--- src/rtl/uart_tx_ctrl.sv ---
// uart_tx_ctrl: UART transmit sequencer (start bit, DATA_W bits LSB-first, stop bit).
// Define UART_PARITY_EN to insert an even-parity bit between the data bits and the stop bit.
module uart_tx_ctrl #(
    parameter int DATA_W       = 8,
    parameter int CLKS_PER_BIT = 16,
    parameter int BAUD_W       = 5,
    parameter int IDX_W        = 4
) (
    input  logic              clk,
    input  logic              rst_n,
    input  logic              start,
    input  logic [DATA_W-1:0] data_in,
    output logic              tx,
    output logic              busy,
    output logic              done
);

    localparam logic [BAUD_W-1:0] BAUD_MAX = BAUD_W'(CLKS_PER_BIT - 1);
    localparam logic [IDX_W-1:0]  IDX_LAST = IDX_W'(DATA_W - 1);

`ifdef UART_PARITY_EN
    typedef enum logic [2:0] {IDLE, START, DATA, PARITY, STOP} state_t;
`else
    typedef enum logic [1:0] {IDLE, START, DATA, STOP} state_t;
`endif

    state_t              state, state_nxt;
    logic [BAUD_W-1:0]   baud_cnt, baud_nxt;
    logic [IDX_W-1:0]    bit_idx, idx_nxt;
    logic [DATA_W-1:0]   shift_reg, shift_nxt;
    logic                tx_nxt, busy_nxt, done_nxt;
    logic                baud_tick, last_bit;
`ifdef UART_PARITY_EN
    logic                parity_bit, parity_nxt;
`endif

    assign baud_tick = (state != IDLE) && (baud_cnt == BAUD_MAX);
    assign last_bit  = (bit_idx == IDX_LAST);

    always_ff @(posedge clk or negedge rst_n) begin
        if (!rst_n) begin
            state      <= IDLE;
            baud_cnt   <= '0;
            bit_idx    <= '0;
            shift_reg  <= '0;
            tx         <= 1'b1;
            busy       <= 1'b0;
            done       <= 1'b0;
`ifdef UART_PARITY_EN
            parity_bit <= 1'b0;
`endif
        end else begin
            state      <= state_nxt;
            baud_cnt   <= baud_nxt;
            bit_idx    <= idx_nxt;
            shift_reg  <= shift_nxt;
            tx         <= tx_nxt;
            busy       <= busy_nxt;
            done       <= done_nxt;
`ifdef UART_PARITY_EN
            parity_bit <= parity_nxt;
`endif
        end
    end

    // tx is registered, so each transition loads the level of the bit being entered
    always_comb begin
        state_nxt  = state;
        baud_nxt   = baud_cnt;
        idx_nxt    = bit_idx;
        shift_nxt  = shift_reg;
        tx_nxt     = tx;
        busy_nxt   = busy;
        done_nxt   = 1'b0;
`ifdef UART_PARITY_EN
        parity_nxt = parity_bit;
`endif

        if (state != IDLE) begin
            baud_nxt = baud_tick ? '0 : baud_cnt + BAUD_W'(1);
        end

        case (state)
            IDLE: begin
                if (start) begin
                    shift_nxt  = data_in;
`ifdef UART_PARITY_EN
                    parity_nxt = ^data_in;
`endif
                    state_nxt  = START;
                    tx_nxt     = 1'b0;
                    busy_nxt   = 1'b1;
                end
            end
            START: begin
                if (baud_tick) begin
                    state_nxt = DATA;
                    tx_nxt    = shift_reg[0];
                end
            end
            DATA: begin
                if (baud_tick) begin
                    idx_nxt = bit_idx + IDX_W'(1);
                    if (last_bit) begin
`ifdef UART_PARITY_EN
                        state_nxt = PARITY;
                        tx_nxt    = parity_bit;
`else
                        state_nxt = STOP;
                        tx_nxt    = 1'b1;
`endif
                    end else begin
                        shift_nxt = shift_reg >> 1;
                        tx_nxt    = shift_reg[1];
                    end
                end
            end
`ifdef UART_PARITY_EN
            PARITY: begin
                if (baud_tick) begin
                    state_nxt = STOP;
                    tx_nxt    = 1'b1;
                end
            end
`endif
            STOP: begin
                if (baud_tick) begin
                    state_nxt = IDLE;
                    busy_nxt  = 1'b0;
                    done_nxt  = 1'b1;
                end
            end
            default: begin
                state_nxt = IDLE;
                tx_nxt    = 1'b1;
                busy_nxt  = 1'b0;
            end
        endcase

        if (state_nxt != state) begin
            baud_nxt = '0;
        end
        if (state_nxt == DATA && state != DATA) begin
            idx_nxt = '0;
        end
    end

endmodule

--- config.mk ---
export PLATFORM = sky130hd
export DESIGN_NAME = uart_tx_ctrl
export DESIGN_NICKNAME = d
export VERILOG_FILES = /design/src/rtl/uart_tx_ctrl.sv
export SDC_FILE = /design/constraint.sdc
export NUM_CORES = 1
export LEC_CHECK = 0
export CORE_ASPECT_RATIO = 1.75
export CORE_MARGIN = 2
export CORE_UTILIZATION = 60
export CTS_CLUSTER_DIAMETER = 200
export DETAILED_ROUTE_END_ITERATION = 7
export MAX_ROUTING_LAYER = met4
export PLACE_DENSITY = 0.84
export SLEW_MARGIN = 20
export SYNTH_ARGS = -nofsm -noshare
export SYNTH_HDL_FRONTEND = slang
export SYNTH_SLANG_ARGS = --single-unit
--- constraint.sdc ---
create_clock -name clk -period 4.6 [get_ports clk]
set_input_delay 0.46 -clock clk [delete_from_list [all_inputs] [get_ports clk]]
set_output_delay 0.46 -clock clk [all_outputs]
set_load 0.01 [all_outputs]
==> metrics.csv, run 1 <==
stage;metric;value;unit
timing;min_period;2.298;ns
finish;fill_cells;160;
clocking;clockBufferDepth;2;
timing;skew;0.005676;ns
logic_synthesis;synthFlopType;dfrtp_1;
clocking;htreeDepth;1;
critical_path;crit_type;reg -> reg;
placed_design;dp_slack;2.333;ns
routing;drt_first_iter_violations;32;
logic_synthesis;synth_fp_nets;162;
finish;area_delta_synth_final;11.64;%
global_routing;grtUsageMet2;41.73;%
clocking;clk_pin_slew;0.13;ns
global_routing;grt_pass1_wl;4567;um
outcome;status;completed;
clocking;cts-root-buf;clkbuf_4;
global_routing;antenna_found_initial;0;
global_routing;met1_usage;26.52;%
routing;drc;0;
global_routing;grt_pass1_vias;1127;
critical_path;crit_start;state[1]$_DFF_PN0_;
logic_synthesis;netlist_area;0.001365;mm2
global_routing;grt_start_max_net_pins;24;
timing;rsz0062_at_grt;no;
finish;largest_register_ffs;8;
clocking;cts_tree;built;
routing;vias;1149;
timing;slew_viol_final;0;
pwr;power;0.8974;mW
global_routing;top_usage_layer;met2;
logic_synthesis;ys_types;41;
finish;layout_commonest_cell;dfrtp_1;
die;fp.dieW;40.06;um
timing;relSlewSlack;52.54;%
timing;finalSetupTns;0;ns
pwr;power_density;588.8;mW/mm2
finish;fin_area;0.001524;mm2
run;drv_cap;0;
logic_synthesis;ys_ff_latch;22;
routing;wl;2837;um
timing;worstMarginPinSlew;0.7119;ns
global_routing;met3_usage;2.667;%
logic_synthesis;yosys_warnings;0;
finish;drive_gt1_share;8.553;%
logic_synthesis;seq_area_frac_synth;40.42;%
global_routing;grt.total_usage;24.93;%
timing;hold_violations;0;
global_routing;overflow;0;
pwr;peakVddDrop;0.3207;mV
clocking;cts_resized;0;
die;io_pins;14;
critical_path;timing.rr.start;state[1]$_DFF_PN0_;
finish;nNetsFinal;171;
finish;diodes;0;
logic_synthesis;ys_top_cells_by_area;dfrtp_1 (38%), ha_1 (6.4%), o22ai_1 (6.4%);
routing;avgRoutedWirePerCell;16.12;um
critical_path;r2r_slack;2.30;ns
critical_path;crit_fanout;13;
timing;fmax;435.2;MHz
routing;viasPerCell;6.528;
die;floorplan.initialDensity;64.40;%
die;design.die.area;0.002688;mm2
placed_design;portBuffers;13;
critical_path;worstPathArrival;2.48;ns
placed_design;place_area;0.001476;mm2
logic_synthesis;yosysTopAreaCell;dfrtp_1;
clocking;cts.sinks;22;
hold_path;hold_path.class;in -> async;
die;die_y;67.10;um
timing;setup_ws;2.302;ns
routing;ant_nets;0;
logic_synthesis;synth_area_per_cell;9.480;um2
clocking;insertion_delay;0.32;ns
critical_path;cp.required;4.78;ns
die;coreArea;0.002120;mm2
clocking;numCtsBuffers;3;
pwr;power_leakage;0.6302;nW
logic_synthesis;synthArstFlopShare;100.0;%
timing;period_share;49.95;%
routing;dr.pass1.iters;4;
critical_path;crit_path_start_kind;register;
clocking;postCtsHoldBufs;0;
placed_design;place_hpwl;2181;um
placed_design;gp_congestion;0.7940;
critical_path;end_kind;register;
clocking;post_cts_buffers;0;
timing;finalSetupViolations;0;
logic_synthesis;synth_cells;144;
finish;layout_common_cells;dfrtp_1 (21), o22ai_1 (14), a21oi_1 (13), clkdlybuf4s50_1 (12), nor2_1 (8);
die;fp-row-count;22;
logic_synthesis;synth-edff-count;0;
logic_synthesis;synth_top_cell_area_share;38.50;%
==> worst max-delay path, stage by stage, from the launching register on <==
cell,delay (ns)
dfrtp_1,0.48
inv_1,0.15
ha_1,0.34
and4b_1,0.47
nand4_1,0.35
o22ai_1,0.26
a21oi_1,0.10
==> final timing paths <==
path | cells after the start | end
min in group clk | 2 | tx$_DFFE_PN1P_
min | 1 | baud_cnt[0]$_DFFE_PN0P_
max reg2reg | 6 | shift_reg[2]$_DFFE_PN0P_
max in group asynchronous | 1 | tx$_DFFE_PN1P_
max | 6 | shift_reg[2]$_DFFE_PN0P_
min reg2reg | 2 | tx$_DFFE_PN1P_
==> area by class of cell <==
class,count,area (um2),area share (%)
repair buffers,13,125.1,8.210
inverters,7,26.28,1.724
clock buffers,3,22.52,1.478
well taps,24,30.03,1.970
clock inverters,1,30.03,1.970
flip-flops and latches,22,551.8,36.21
multi-input cells,106,738.2,48.44
==> cell families after synthesis <==
kind of cell	count (synthesis)	synth area share, %
buf+inv	16	5.500
simple gates	45	19.80
fa+ha+maj	7	6.416
xor+xnor	4	2.567
flops	22	40.42
mux	4	3.025
compound gates	46	22.27
==> synthesized netlist by cell type (4+ instances only) <==
master / count
nor4_1: 4
nor3_1: 4
o22ai_1: 14
dfrtp_1: 21
a21oi_1: 13
buf_2: 6
inv_1: 7
o21ai_0: 5
nand2_1: 5
ha_1: 7
nand2b_1: 4
nor2_1: 8
==> layer usage <==
layer	vias to the layer above	share of wire [%]
met5	-	0
li1	552	-
met1	556	38
met2	31	55
met4	0	2.6
met3	10	3.5
==> metrics by stage <==
stage	hold WS (ns)	utilization, %	instances
2_1_floorplan	0.1644	-	144
3_3_place_gp	0.5404	69.66	172
3_5_place_dp	0.5432	69.66	172
4_1_cts	0.5615	72.14	176
5_1_grt	0.1231	71.90	176
6_report	0.07896	71.90	176
==> where the power goes <==
part	leakage [nW]	switching (mW)	internal, mW
sequential	0.274	0.0552	0.249
combinational	0.328	0.251	0.191
clock	0.0279	0.0629	0.0882
total	0.630	0.369	0.528
No activity file was read; power rests on OpenSTA's default activity.
==> run 2: changes to the inputs <==
- CORE_UTILIZATION: 60 -> 50
- PLACE_DENSITY: 0.84 -> 0.74
- clock period: 4.6 -> 1.9 ns (I/O delays scaled with it)
==> metrics.csv, run 2 (synthesized netlist as in run 1, its figures left out) <==
stage;metric;value;unit;change
timing;min_period;1.821;ns;was 2.298 ns
finish;layout_common_cells;dfrtp_1 (21), buf_4 (20), o22ai_1 (14), a21oi_1 (13), clkdlybuf4s50_1 (13);;was dfrtp_1 (21), o22ai_1 (14), a21oi_1 (13), clkdlybuf4s50_1 (12), nor2_1 (8)
routing;viasPerCell;6.176;;was 6.528
critical_path;cp.required;2.06;ns;was 4.78 ns
critical_path;critPathCapture;state[1]$_DFF_PN0_;;was shift_reg[2]$_DFFE_PN0P_
placed_design;gp_congestion;0.8986;;was 0.7940
clocking;postCtsHoldBufs;0;;unchanged
routing;vias;1229;;was 1,149
clocking;numCtsBuffers;3;;unchanged
critical_path;worstPathArrival;1.98;ns;was 2.48 ns
hold_path;hold_path.class;in -> async;;unchanged
timing;period_share;95.84;%;was 49.95%
timing;worstMarginPinSlew;0.4809;ns;was 0.7119 ns
critical_path;crit_start;state[0]$_DFF_PN0_;;was state[1]$_DFF_PN0_
clocking;htreeDepth;1;;unchanged
global_routing;grt_start_max_net_pins;14;;was 24
die;fp-row-count;25;;was 22
placed_design;dp_slack;-0.1189;ns;was 2.333 ns
clocking;cts.sinks;22;;unchanged
critical_path;end_kind;register;;unchanged
pwr;peakVddDrop;1.219;mV;was 0.3207 mV
run;drv_cap;0;;unchanged
global_routing;overflow;0;;unchanged
finish;fill_cells;201;;was 160
critical_path;rr_worst_depth;7;;was 6
critical_path;timing.rr.start;state[0]$_DFF_PN0_;;was state[1]$_DFF_PN0_
timing;skew;0.004388;ns;was 0.005676 ns
timing;setup_ws;0.07899;ns;was 2.302 ns
clocking;insertion_delay;0.27;ns;was 0.32 ns
routing;avgRoutedWirePerCell;15.97;um;was 16.12 um
die;floorplan.initialDensity;51.34;%;was 64.40%
timing;hold_violations;0;;unchanged
timing;finalSetupViolations;0;;unchanged
critical_path;crit_type;reg -> reg;;unchanged
global_routing;grt.total_usage;22.43;%;was 24.93%
global_routing;antenna_found_initial;0;;unchanged
critical_path;r2r_slack;0.08;ns;was 2.30 ns
pwr;power_density;1462;mW/mm2;was 588.8 mW/mm2
die;coreArea;0.002659;mm2;was 0.002120 mm2
clocking;cts-root-buf;clkbuf_8;;was clkbuf_4
critical_path;crit_fanout;4;;was 13
timing;slew_viol_final;0;;unchanged
timing;relSlewSlack;67.84;%;was 52.54%
die;io_pins;14;;unchanged
die;fp.dieW;43.50;um;was 40.06 um
clocking;clockBufferDepth;2;;unchanged
routing;wl;3179;um;was 2837 um
finish;layout_commonest_cell;dfrtp_1;;unchanged
clocking;clk_pin_slew;0.08;ns;was 0.13 ns
die;die_y;73.12;um;was 67.10 um
routing;dr.pass1.iters;4;;unchanged
finish;fin_area;0.001742;mm2;was 0.001524 mm2
die;design.die.area;0.003180;mm2;was 0.002688 mm2
placed_design;place_area;0.001600;mm2;was 0.001476 mm2
finish;area_delta_synth_final;27.59;%;was 11.64%
timing;fmax;549.1;MHz;was 435.2 MHz
finish;diodes;0;;unchanged
outcome;status;completed;;unchanged
routing;drt_first_iter_violations;53;;was 32
pwr;power_leakage;0.7354;nW;was 0.6302 nW
routing;drc;0;;unchanged
placed_design;portBuffers;13;;unchanged
routing;ant_nets;0;;unchanged
finish;nNetsFinal;191;;was 171
critical_path;crit_path_start_kind;register;;unchanged
clocking;cts_tree;built;;unchanged
global_routing;grt_pass1_wl;5216;um;was 4567 um
placed_design;place_hpwl;2418;um;was 2181 um
critical_path;worst_r2r_endpoint;state[1]$_DFF_PN0_;;was shift_reg[2]$_DFFE_PN0P_
finish;largest_register_ffs;8;;unchanged
global_routing;grt_pass1_vias;1184;;was 1,127
finish;drive_gt1_share;23.84;%;was 8.553%
timing;finalSetupTns;0;ns;unchanged
-- run 2: cell count changes in the layout (fill, tap and decap cells not counted), sizes merged --
| cell | previous run | this run |
|---|---|---|
| clkdlybuf4s50 | 12 | 13 |
| buf | 1 | 20 |
-- run 2: report_power, final --
group          switching [mW]  internal [mW]
logic                   0.724          0.671
registers               0.108          0.605
clock network           0.157          0.282
total                   0.989           1.56
-- run 2: worst max-delay path: stages, from the launching register on --
cell      delay, ns
dfrtp_1        0.37
inv_1          0.10
ha_1           0.22
nand4b_1       0.26
buf_4          0.20
nor4_2         0.29
nor2_1         0.10
o21a_1         0.18
-- run 2: routing by layer --
layer / vias up / part of all wire (%) / wire (um) / track usage, %
met5: - / 0 / 0 / -
li1: 594 / - / - / -
met1: 581 / 37 / 1185 / 23.15
met3: 9 / 4.0 / 126 / 3.465
met2: 45 / 56 / 1777 / 40.13
met4: 0 / 2.8 / 89 / 10.77
-- run 2: per-stage QoR --
step	cells	total power, mW	hold WS [ns]	utilization (%)
final	199	2.546	0.2419	65.51
after global routing	199	2.718	0.3000	65.51
after CTS	197	2.494	0.2617	63.76
after detailed placement	191	2.017	0.5427	60.19
after global placement	191	1.966	0.5303	60.19
after floorplan	144	1.595	-0.1056	-
-- run 2: cell type report --
class / instances / area [um2] / area share (%)
Clock inverter: 1 / 30.03 / 1.724
Multi-Input combinational cell: 106 / 778.2 / 44.68
Timing Repair Buffer: 33 / 280.3 / 16.09
Tap cell: 27 / 33.78 / 1.940
Clock buffer: 3 / 41.29 / 2.371
Sequential cell: 22 / 551.8 / 31.68
Inverter: 7 / 26.28 / 1.509
-- run 2: worst min path at each step --
stage / slack, ns / start / to
after global placement: 0.53 / shift_reg[7]$_DFFE_PN0P_ / shift_reg[7]$_DFFE_PN0P_
after CTS: 0.26 / rst_n / baud_cnt[0]$_DFFE_PN0P_
final: 0.24 / rst_n / baud_cnt[0]$_DFFE_PN0P_
after floorplan: -0.11 / rst_n / baud_cnt[0]$_DFFE_PN0P_
after detailed placement: 0.54 / bit_idx[3]$_DFFE_PN0P_ / bit_idx[3]$_DFFE_PN0P_
after global routing: 0.30 / rst_n / baud_cnt[1]$_DFFE_PN0P_
-- run 2: timing repair --
action | 4_1_cts | 5_1_grt
buffers inserted | 2 | 2
endpoints found under the setup margin | 5 | 19
resized for setup | 1 | 9
pin swaps | 0 | 3
==> run 3: changes to the inputs <==
- SKIP_CTS_REPAIR_TIMING: unset -> 1
==> metrics.csv, run 3 (synthesized netlist as in run 1, its figures left out) <==
stage;metric;value;unit;change
outcome;status;completed;;unchanged
pwr;p_sw;1.008;mW;was 0.9890 mW
clocking;insertion_delay;0.27;ns;about the same
die;floorplan.initialDensity;51.34;%;unchanged
finish;seqCellArea;551.8;um2;unchanged
timing;setup_ws;0.05052;ns;was 0.07899 ns
finish;multi_input_area;778.2;um2;unchanged
finish;layout_commonest_cell;dfrtp_1;;unchanged
finish;diodes;0;;unchanged
clocking;cts.sinks;22;;unchanged
die;fp-row-count;25;;unchanged
critical_path;cp_slowest_cell;dfrtp_1;;unchanged
critical_path;crit_path_start_kind;register;;unchanged
clocking;cts_tree;built;;unchanged
timing;slew_viol_final;0;;unchanged
finish;nNetsFinal;190;;was 191
timing;fmax;540.7;MHz;was 549.1 MHz
critical_path;cp_top_family;simple AND/OR/NAND/NOR gates;;unchanged
global_routing;grt_pass1_wl;5161;um;was 5216 um
hold_path;hold_path.class;in -> async;;unchanged
die;io_pins;14;;unchanged
global_routing;antenna_found_initial;0;;unchanged
placed_design;place_hpwl;2418;um;unchanged
critical_path;crit_type;reg -> reg;;unchanged
clocking;numCtsBuffers;3;;unchanged
clocking;cts-root-buf;clkbuf_8;;unchanged
finish;drive_gt1_share;23.39;%;was 23.84%
pwr;pwr-share-clk;17.0;%;was 17.2%
finish;fill_cells;201;;unchanged
placed_design;gp_congestion;0.8986;;unchanged
critical_path;slowest_delay;0.37;ns;about the same
routing;drt_first_iter_violations;34;;was 53
critical_path;cp_cell_sequence;inv_1 -> ha_1 -> nand4b_1 -> buf_4 -> nor4_2 -> nor2_1 -> o21a_1;;unchanged
routing;dr.pass1.iters;4;;unchanged
timing;skew;0.005925;ns;was 0.004388 ns
placed_design;portBuffers;13;;unchanged
critical_path;crit_fanout;4;;unchanged
pwr;power_leakage;0.7312;nW;was 0.7354 nW
pwr;power_density;1480;mW/mm2;was 1462 mW/mm2
die;coreArea;0.002659;mm2;unchanged
global_routing;overflow;0;;unchanged
placed_design;dp_slack;-0.1189;ns;unchanged
timing;finalSetupTns;0;ns;unchanged
global_routing;grt_pass1_vias;1156;;was 1,184
die;fp.dieW;43.50;um;unchanged
global_routing;grt.total_usage;22.23;%;was 22.43%
die;die_y;73.12;um;unchanged
finish;largest_register_ffs;8;;unchanged
routing;wl;3236;um;was 3179 um
pwr;p_sw_share;39.29;%;was 38.84%
critical_path;end_kind;register;;unchanged
timing;finalSetupViolations;0;;unchanged
die;design.die.area;0.003180;mm2;unchanged
finish;area_delta_synth_final;27.04;%;was 27.59%
routing;avgRoutedWirePerCell;16.34;um;was 15.97 um
routing;vias;1231;;was 1,229
run;drv_cap;0;;unchanged
critical_path;path_buf_inv;2;;unchanged
pwr;peakVddDrop;1.220;mV;was 1.219 mV
finish;layout_common_cells;dfrtp_1 (21), buf_4 (19), o22ai_1 (14), a21oi_1 (13), clkdlybuf4s50_1 (13);;was dfrtp_1 (21), buf_4 (20), o22ai_1 (14), a21oi_1 (13), clkdlybuf4s50_1 (13)
routing;viasPerCell;6.217;;was 6.176
clocking;clockBufferDepth;2;;unchanged
clocking;clk_pin_slew;0.08;ns;about the same
critical_path;cp.required;2.06;ns;about the same
timing;rsz0062_at_grt;yes;;
routing;ant_nets;0;;unchanged
timing;worstMarginPinSlew;0.4787;ns;was 0.4809 ns
critical_path;worstPathArrival;2.01;ns;was 1.98 ns
timing;hold_violations;0;;unchanged
clocking;htreeDepth;1;;unchanged
pwr;power;2.566;mW;was 2.546 mW
global_routing;grt_start_max_net_pins;14;;unchanged
routing;drc;0;;unchanged
pwr;intPower;1.558;mW;was 1.557 mW
timing;min_period;1.849;ns;was 1.821 ns
timing;relSlewSlack;67.99;%;was 67.84%
pwr;p_seq_share;27.9;%;was 28.0%
pwr;comb_power_share;55.1;%;was 54.8%
timing;period_share;97.34;%;was 95.84%
run 3: area by class of cell:
class / count / share of cell area (%)
multi-input combinational: 106 / 44.88
sequential: 22 / 31.82
timing repair buffer: 32 / 15.73
clock buffer: 3 / 2.381
tap: 27 / 1.948
clock inverter: 1 / 1.732
inverter: 7 / 1.515
run 3: layer usage:
| metal | global-route usage, % | wire, um | up-vias |
|---|---|---|---|
| li1 | - | - | 590 |
| met1 | 23.15 | 1281 | 602 |
| met2 | 39.47 | 1780 | 30 |
| met3 | 3.465 | 76 | 9 |
| met4 | 10.77 | 99 | 0 |
| met5 | - | 0 | - |
run 3: final timing paths:
check / to / depth (start not counted) / startpoint / slack, ns
hold reg to reg: tx$_DFFE_PN1P_ / 2 / tx$_DFFE_PN1P_ / 0.55
min in group clk: shift_reg[2]$_DFFE_PN0P_ / 3 / data_in[2] / 0.51
setup / recovery: state[1]$_DFF_PN0_ / 7 / state[0]$_DFF_PN0_ / 0.05
max in group asynchronous: shift_reg[1]$_DFFE_PN0P_ / 2 / rst_n / 1.11
hold / removal: baud_cnt[0]$_DFFE_PN0P_ / 1 / rst_n / 0.24
setup reg to reg: state[1]$_DFF_PN0_ / 7 / state[0]$_DFF_PN0_ / 0.05
run 3: stage by stage:
stage / instance area, um2 / util (%) / cells / hold WS [ns]
after floorplan: 1365 / - / 144 / -0.1056
after global placement: 1600 / 60.19 / 191 / 0.5303
after detailed placement: 1600 / 60.19 / 191 / 0.5427
after CTS: 1672 / 62.87 / 195 / 0.2617
after global routing: 1734 / 65.22 / 198 / 0.3000
final: 1734 / 65.22 / 198 / 0.2410
run 3: power by group through the flow:
stage               logic [mW]  clock network, mW  registers (mW)
global placement          1.26                  0           0.709
floorplan                0.886                  0           0.709
global route              1.54              0.462           0.725
detailed placement        1.30                  0           0.720
CTS                       1.31              0.448           0.710
finish                    1.41              0.437           0.715
